==> src/rtl/sample_stream_tx.sv <==
// rtl/sample_stream_tx.sv - FIFO-buffered parallel-to-serial sample feeder, MSB first
module sample_stream_tx #(
  parameter int DATA_WIDTH = 24,
  parameter int FIFO_DEPTH = 8
) (
  input  logic                               i_clk,
  input  logic                               i_rst_n,
  input  logic                               i_en,
  input  logic [DATA_WIDTH-1:0]              iv_din,
  input  logic                               i_din_valid,
  output logic                               o_ready,
  output logic                               o_dout,
  output logic                               o_dout_valid,
  input  logic                               i_ready,
  output logic                               o_frame_start,
  output logic [$clog2(FIFO_DEPTH+1)-1:0]    ov_fifo_count
);

  localparam int AW = $clog2(FIFO_DEPTH);
  localparam int CW = $clog2(FIFO_DEPTH + 1);
  localparam int BW = (DATA_WIDTH > 1) ? $clog2(DATA_WIDTH) : 1;
  localparam logic [BW-1:0] BIT_LAST   = BW'(DATA_WIDTH - 1);
  localparam logic [CW-1:0] COUNT_FULL = CW'(FIFO_DEPTH);

  typedef enum logic {IDLE, SHIFT} state_t;

  state_t                state_q, state_d;
  logic [DATA_WIDTH-1:0] mem [FIFO_DEPTH];
  logic [AW-1:0]         wr_ptr_q, rd_ptr_q;
  logic [CW-1:0]         count_q;
  logic [DATA_WIDTH-1:0] shreg_q, shreg_d;
  logic [BW-1:0]         bitcnt_q, bitcnt_d;
  logic                  push, pop, xfer, fifo_nonempty;

  // Full blocks input even when a pop happens the same cycle: no pass-through path.
  assign o_ready       = i_en & i_rst_n & (count_q != COUNT_FULL);
  assign push          = i_din_valid & o_ready;
  assign fifo_nonempty = (count_q != '0);
  assign o_dout_valid  = i_en & (state_q == SHIFT);
  assign xfer          = o_dout_valid & i_ready;
  assign o_dout        = shreg_q[DATA_WIDTH-1];
  assign o_frame_start = (state_q == SHIFT) && (bitcnt_q == BIT_LAST);
  assign ov_fifo_count = count_q;

  always_comb begin
    state_d  = state_q;
    shreg_d  = shreg_q;
    bitcnt_d = bitcnt_q;
    pop      = 1'b0;
    if (i_en) begin
      case (state_q)
        IDLE: begin
          if (fifo_nonempty) begin
            pop      = 1'b1;
            shreg_d  = mem[rd_ptr_q];
            bitcnt_d = BIT_LAST;
            state_d  = SHIFT;
          end
        end
        SHIFT: begin
          if (xfer) begin
            if (bitcnt_q != '0) begin
              shreg_d  = shreg_q << 1;
              bitcnt_d = bitcnt_q - BW'(1);
            end else if (fifo_nonempty) begin
              // Reload straight from the FIFO so consecutive words have no idle bit.
              pop      = 1'b1;
              shreg_d  = mem[rd_ptr_q];
              bitcnt_d = BIT_LAST;
            end else begin
              state_d  = IDLE;
            end
          end
        end
        default: state_d = IDLE;
      endcase
    end
  end

  always_ff @(posedge i_clk or negedge i_rst_n) begin
    if (!i_rst_n) begin
      state_q  <= IDLE;
      shreg_q  <= '0;
      bitcnt_q <= '0;
      wr_ptr_q <= '0;
      rd_ptr_q <= '0;
      count_q  <= '0;
    end else begin
      state_q  <= state_d;
      shreg_q  <= shreg_d;
      bitcnt_q <= bitcnt_d;
      if (push) wr_ptr_q <= wr_ptr_q + AW'(1);
      if (pop)  rd_ptr_q <= rd_ptr_q + AW'(1);
      if (push && !pop)      count_q <= count_q + CW'(1);
      else if (pop && !push) count_q <= count_q - CW'(1);
    end
  end

  always_ff @(posedge i_clk) begin
    if (push) mem[wr_ptr_q] <= iv_din;
  end

endmodule

==> config.mk <==
export PLATFORM = sky130hd
export DESIGN_NAME = sample_stream_tx
export DESIGN_NICKNAME = d
export VERILOG_FILES = /design/src/rtl/sample_stream_tx.sv
export SDC_FILE = /design/constraint.sdc
export NUM_CORES = 1
export LEC_CHECK = 0
export BUFFER_PORTS_ARGS = -buffer_cell sky130_fd_sc_hd__buf_2
export CORE_ASPECT_RATIO = 0.6
export CORE_UTILIZATION = 49
export CTS_CLUSTER_DIAMETER = 50
export DETAILED_ROUTE_END_ITERATION = 8
export PLACE_DENSITY = 0.66
export SETUP_SLACK_MARGIN = 0.15
export SYNTH_ARGS = -nofsm -noshare
export SYNTH_HDL_FRONTEND = slang
export SYNTH_SLANG_ARGS = --single-unit
==> constraint.sdc <==
create_clock -name i_clk -period 6.5 [get_ports i_clk]
set_clock_uncertainty 0.1 [all_clocks]
set_input_delay 0.325 -clock i_clk [delete_from_list [all_inputs] [get_ports i_clk]]
set_output_delay 0.325 -clock i_clk [all_outputs]
set_load 0.02 [all_outputs]
==> run_results.csv, run 1 <==
group,metric,value,unit
status,status,"finished clean",
cts,clock_tree.root_cell,"clkbuf_16",
floorplanning,coreArea,0.01816,mm²
setup_path,crit_top_cell,"ha_1",
final_layout,layout-drive-gt1-share,27.78,%
floorplanning,dieHeight,107.8,µm
cts,cts_sinks,232,
cts,clkTransAtPathRegs,60,ps
job,max_cap_violations,0,
sta,period_share,58.14,%
yosys,ys.flop_type,"edfxtp_1",
sta,slew_violations,0,
sta,slew_headroom,30.60,%
final_layout,final_cell_mix,"edfxtp_1, mux4_2, dfrtp_1",
floorplanning,rows,38,
setup_path,critPathKind,"flop to flop",
yosys,ys_async_sr_fraction,17.24,%
setup_path,critPathArrivalTime,4050,ps
final_layout,design_area,0.01040,mm²
global_route,grt_max_degree,42,
sta,setup_viol,0,
routing,viasPerCell,5.736,
final_layout,fin_cells,780,
floorplanning,dieWidth,178.4,µm
routing,first_iter_violations,376,
global_route,overflow,0,
cts,insertion_delay,500,ps
final_layout,final_common_cell,"edfxtp_1",
place,io_buffers,36,
routing,ant_nets,0,
sta,hold_violations,0,
place,place_ws,2781,ps
yosys,synth_seq_cells,232,
sta,fin_crit,3779,ps
yosys,ys_warn_count,0,
final_layout,nets,562,
final_layout,areaGrowthSynthToFinish,13.73,%
yosys,synth_cell_types,44,
sta,totalNegativeSetupSlack,0,ps
cts,numCtsBuffers,22,
floorplanning,start_util,50.36,%
cts,htree_levels,1,
routing,via_count,4474,
power,powerDensity,361.4,mW/mm²
setup_path,cp_slowest_stage_delay,670,ps
sta,rsz0062_at_grt,"false",
yosys,netlist_instances,462,
sta,fin_ws,2721,ps
yosys,synth_area,0.009146,mm²
sta,worst_pin_slew,1041,ps
final_layout,antenna_cells,0,
cts,cts_buffer_depth,3,
global_route,grt_pass1_vias,4707,
sta,max_freq,264.6,MHz
place,dp.cells,728,
global_route,antenna_found_initial,1,
power,p_leak,3.436,nW
floorplanning,ios,37,
setup_path,worstSetupEndpointType,"flop",
setup_path,path_cells,"inv_1, ha_1, nor4b_2, nand2_1, a21oi_4, inv_2, ha_1, inv_1, ha_1, a21o_1, a2111oi_0, o31ai_1",
routing,wl,17.54,mm
place,place_congestion,0.7853,
sta,holdWs,5.592,ps
cts,cts_setup_buffers,0,
routing,drtPass1Iterations,4,
global_route,grt_pass1_wl,27.00,mm
setup_path,cp_max_fo,25,
yosys,synth_enable_flop_cells,192,
cts,cts_tree,"built",
worst_hold_path,min_path_type,"input port to flop",
routing,drc,0,
yosys,synth.avg_cell_area,19.80,µm²
place,dp_hpwl,9.926,mm
yosys,syn-num-nets,500,
setup_path,start_kind,"flop",
routing,post_drt_wl_per_cell,22.48,µm
cts,cts-resized-gates,0,
floorplanning,dieArea,0.01923,mm²
power,ir_drop,185.3,µV
place,placed_area,0.009617,mm²
setup_path,cpMaxStageDelayCell,"a21oi_4",
global_route,grt.total_usage,19.27,%
yosys,ys_seq_area_share,73.98,%
setup_path,cp.required,6770,ps
==> cells by family (layout without fill, tap and decap cells) <==
| kind of cell | count (synthesis) | after routing | synth area share (%) |
|---|---|---|---|
| DFF | 232 | 232 | 73.98 |
| muxes | 78 | 78 | 15.17 |
| AOI/OAI and AO/OA | 62 | 62 | 4.214 |
| and+or+nand+nor | 44 | 44 | 2.709 |
| buffers and inverters | 30 | 108 | 1.942 |
| adders and majority gates | 9 | 9 | 1.313 |
| xor gates and xnor gates | 7 | 7 | 0.6703 |
==> path summary, 6_finish.rpt <==
kind | slack (ps) | cells past startpoint | start | to
min in group asynchronous | 410 | 2 | i_rst_n | wr_ptr_q[2]
hold / removal | 6 | 1 | iv_din[20] | mem[2][20]
hold reg to reg | 460 | 2 | shreg_q[0] | shreg_q[0]
max in group asynchronous | 5250 | 2 | i_rst_n | rd_ptr_q[1]
setup / recovery | 2720 | 12 | bitcnt_q[0] | ov_fifo_count[3]
setup reg to reg | 2720 | 12 | bitcnt_q[0] | ov_fifo_count[3]
==> metal layers <==
layer	up-vias	global-route usage, %	wire length [µm]
li1	2017	-	-
met4	0	3.814	250
met2	117	29.60	7824
met5	-	0	0
met1	2318	29.33	8596
met3	22	3.107	865
==> cell usage after synthesis, drive strengths merged, types with 2 or more instances <==
| library cell | instances | area share, % |
|---|---|---|
| clkbuf | 3 | 0.12 |
| inv | 8 | 0.33 |
| mux4 | 48 | 12 |
| ha | 8 | 1.1 |
| buf | 19 | 1.5 |
| nand2 | 12 | 0.57 |
| o21ai | 4 | 0.26 |
| nor2 | 7 | 0.29 |
| xor2 | 2 | 0.19 |
| nand4 | 2 | 0.14 |
| mux2 | 5 | 0.62 |
| nor4 | 2 | 0.14 |
| nor3 | 9 | 0.49 |
| edfxtp | 192 | 63 |
| o22ai | 24 | 1.6 |
| nand2b | 2 | 0.14 |
| mux2i | 25 | 2.7 |
| dfrtp | 40 | 11 |
| a21oi | 28 | 1.7 |
| nand3 | 2 | 0.11 |
| xnor2 | 5 | 0.48 |
| a31oi | 2 | 0.14 |
==> sequential cells by signal, summed over array words and instances, names as in the netlist <==
| register | count |
|---|---|
| bitcnt_q | 5 |
| wr_ptr_q | 3 |
| rd_ptr_q | 3 |
| ov_fifo_count | 4 |
| state_q | 1 |
| shreg_q | 24 |
| mem | 192 |
==> worst max-delay path, delay by kind of cell, from the launching register on <==
family,cells,cell delay [ps]
AOI/OAI and AO/OA,4,1420
adders and majority gates,3,730
buffers and inverters,3,430
DFF,1,390
and+or+nand+nor,2,590
==> cell type report <==
class,instances,area [µm²]
Inverter,8,30.03
Clock buffer,30,621.8
Multi-Input combinational cell,200,2247
Clock inverter,10,43.79
Tap cell,240,300.3
Timing Repair Buffer,60,390.4
Sequential cell,232,6769
Fill cell,1340,7760
==> where the power goes <==
part           switching [mW]  internal (mW)  total [mW]  leakage (nW)
clock                   0.514          0.668        1.18         0.331
combinational           0.355          0.352       0.707         0.970
sequential              0.153           1.72        1.87          2.13
total                    1.02           2.74        3.76          3.44
==> metrics by stage <==
step | power [mW] | util [%]
2_1_floorplan | 2.390 | -
3_3_place_gp | 2.588 | 52.95
3_5_place_dp | 2.610 | 52.95
4_1_cts | 3.788 | 57.27
5_1_grt | 3.914 | 57.27
6_report | 3.759 | 57.27
==> repair_timing <==
| item | 4_1_cts | 5_1_grt |
|---|---|---|
| endpoints found under the setup margin | 0 | 0 |
| endpoints found under the hold margin | 116 | 0 |
| hold buffers | 12 | 0 |
Note: power is estimated with default switching activity, not from simulation.
==> run 2: changes to the inputs <==
==> constraint.sdc (replaced) <==
create_clock -name i_clk -period 4 [get_ports i_clk]
set_clock_uncertainty 0.1 [all_clocks]
set_input_delay 0.2 -clock i_clk [delete_from_list [all_inputs] [get_ports i_clk]]
set_output_delay 0.2 -clock i_clk [all_outputs]
set_load 0.02 [all_outputs]
==> run_results.csv, run 2 (synthesized netlist as in run 1, its figures left out) <==
group,metric,value,unit
routing,via_count,4491,
sta,max_freq,306.5,MHz
routing,post_drt_wl_per_cell,21.35,µm
routing,drtPass1Iterations,5,
sta,rsz0062_at_grt,"false",
routing,wl,16.95,mm
routing,first_iter_violations,235,
final_layout,largestRegisters,"mem (192), shreg_q (24), bitcnt_q (5)",
final_layout,nets,576,
power,p_leak,3.573,nW
power,ir_drop,395.8,µV
floorplanning,start_util,50.36,%
final_layout,fill_cells,1362,
setup_path,crit_top_cell,"ha_1",
sta,fin_crit,3263,ps
final_layout,layout-drive-gt1-share,28.16,%
cts,htree_levels,1,
cts,ctsHoldBuffers,25,
global_route,overflow,0,
global_route,grt.total_usage,19.13,%
sta,worst_pin_slew,1049,ps
final_layout,final_cell_mix,"edfxtp_1, mux4_2, dfrtp_1",
place,io_buffers,36,
sta,slew_headroom,30.10,%
setup_path,critPathArrivalTime,3530,ps
sta,period_share,81.57,%
final_layout,fin_cells,794,
job,max_cap_violations,0,
final_layout,areaGrowthSynthToFinish,17.14,%
worst_hold_path,min_path_type,"input port to flop",
place,placed_area,0.009635,mm²
setup_path,cp_slowest_stage_delay,440,ps
final_layout,antenna_cells,0,
global_route,grt_max_degree,51,
setup_path,cp_max_fo,5,
floorplanning,ios,37,
cts,cts_buffer_depth,3,
setup_path,path_cells,"inv_1, ha_1, nor4b_2, nand2_1, a21oi_4, inv_2, ha_1, inv_1, ha_1, a21o_1, a2111oi_0, o31ai_1",
sta,totalNegativeSetupSlack,0,ps
cts,insertion_delay,500,ps
cts,clkTransAtPathRegs,70,ps
final_layout,final_common_cell,"edfxtp_1",
cts,cts_sinks,232,
place,dp.cells,729,
setup_path,start_kind,"flop",
routing,drc,0,
final_layout,largest_reg_flops,192,
place,place_congestion,0.8201,
floorplanning,dieHeight,107.8,µm
cts,cts_tree,"built",
final_layout,top_register,"mem",
cts,cts-resized-gates,0,
setup_path,worstSetupEndpointType,"flop",
floorplanning,dieWidth,178.4,µm
global_route,grt_pass1_vias,4838,
routing,ant_nets,0,
sta,hold_violations,0,
status,status,"finished clean",
place,dp_hpwl,9.668,mm
global_route,grt_pass1_wl,26.84,mm
routing,viasPerCell,5.656,
setup_path,critPathKind,"flop to flop",
setup_path,cp.required,4270,ps
cts,clock_tree.root_cell,"clkbuf_16",
final_layout,design_area,0.01071,mm²
floorplanning,dieArea,0.01923,mm²
floorplanning,rows,38,
sta,slew_violations,0,
sta,setup_viol,0,
setup_path,cpMaxStageDelayCell,"a2111oi_0",
power,powerDensity,607.0,mW/mm²
cts,cts_setup_buffers,0,
global_route,antenna_found_initial,0,
floorplanning,coreArea,0.01816,mm²
cts,numCtsBuffers,22,
[run 2: cell types whose count changed in the layout (fill, tap and decap cells not counted), sizes merged]
cell | previous run | this run
buf | 48 | 49
bufinv | 0 | 6
clkbuf | 30 | 28
clkinv | 10 | 5
dlygate4sd3 | 12 | 25
inv | 8 | 9
[run 2: cell type report]
| cell class | count | area, µm² | area share, % |
|---|---|---|---|
| tap | 240 | 300.3 | 2.803 |
| clock inverter | 12 | 214.0 | 1.997 |
| clock buffer | 28 | 614.3 | 5.734 |
| timing repair buffer | 74 | 528.0 | 4.928 |
| sequential | 232 | 6771 | 63.20 |
| inverter | 8 | 30.03 | 0.2803 |
| multi-input combinational | 200 | 2256 | 21.06 |
[run 2: per-layer routing]
metal / global-route usage [%] / share of wire [%] / vias to the layer above
met4: 4.056 / 1.3 / 0
met3: 3.919 / 4.1 / 19
li1: - / - / 2039
met5: 0 / 0 / -
met1: 26.30 / 46 / 2338
met2: 31.76 / 48 / 95
[run 2: metrics by stage]
| stage | total power [mW] | hold WS (ps) | worst slack (ps) | util [%] |
|---|---|---|---|---|
| after global routing | 6.773 | 79.63 | 573.1 | 58.99 |
| after global placement | 4.172 | 225.4 | 977.0 | 53.05 |
| after CTS | 6.586 | 36.93 | 742.3 | 58.99 |
| final | 6.504 | 53.89 | 737.1 | 58.99 |
| after floorplan | 3.886 | -195.6 | 254.3 | - |
| after detailed placement | 4.221 | 239.2 | 755.4 | 53.05 |
[run 2: report_power, final]
| part | switching, mW | internal (mW) |
|---|---|---|
| clock network | 0.857 | 1.48 |
| logic | 0.484 | 0.581 |
| registers | 0.315 | 2.79 |
| total | 1.66 | 4.85 |
[run 2: final timing paths]
check | cells after the start | slack [ps] | to | from
setup / recovery | 12 | 740 | ov_fifo_count[3] | bitcnt_q[0]
hold / removal | 3 | 50 | state_q | i_en
setup reg to reg | 12 | 740 | ov_fifo_count[3] | bitcnt_q[0]
hold reg to reg | 2 | 450 | shreg_q[2] | shreg_q[2]
max in group asynchronous | 3 | 3160 | rd_ptr_q[1] | i_rst_n
min in group asynchronous | 3 | 230 | ov_fifo_count[0] | i_rst_n
[run 2: critical path, delay by kind of cell (launching register included)]
kind	cells	cell delay [ps]
buffers and inverters	3	360
adder cells (fa/ha/maj)	3	680
AND/OR/NAND/NOR	2	600
AO/OA/AOI/OAI	4	990
flip-flops	1	400
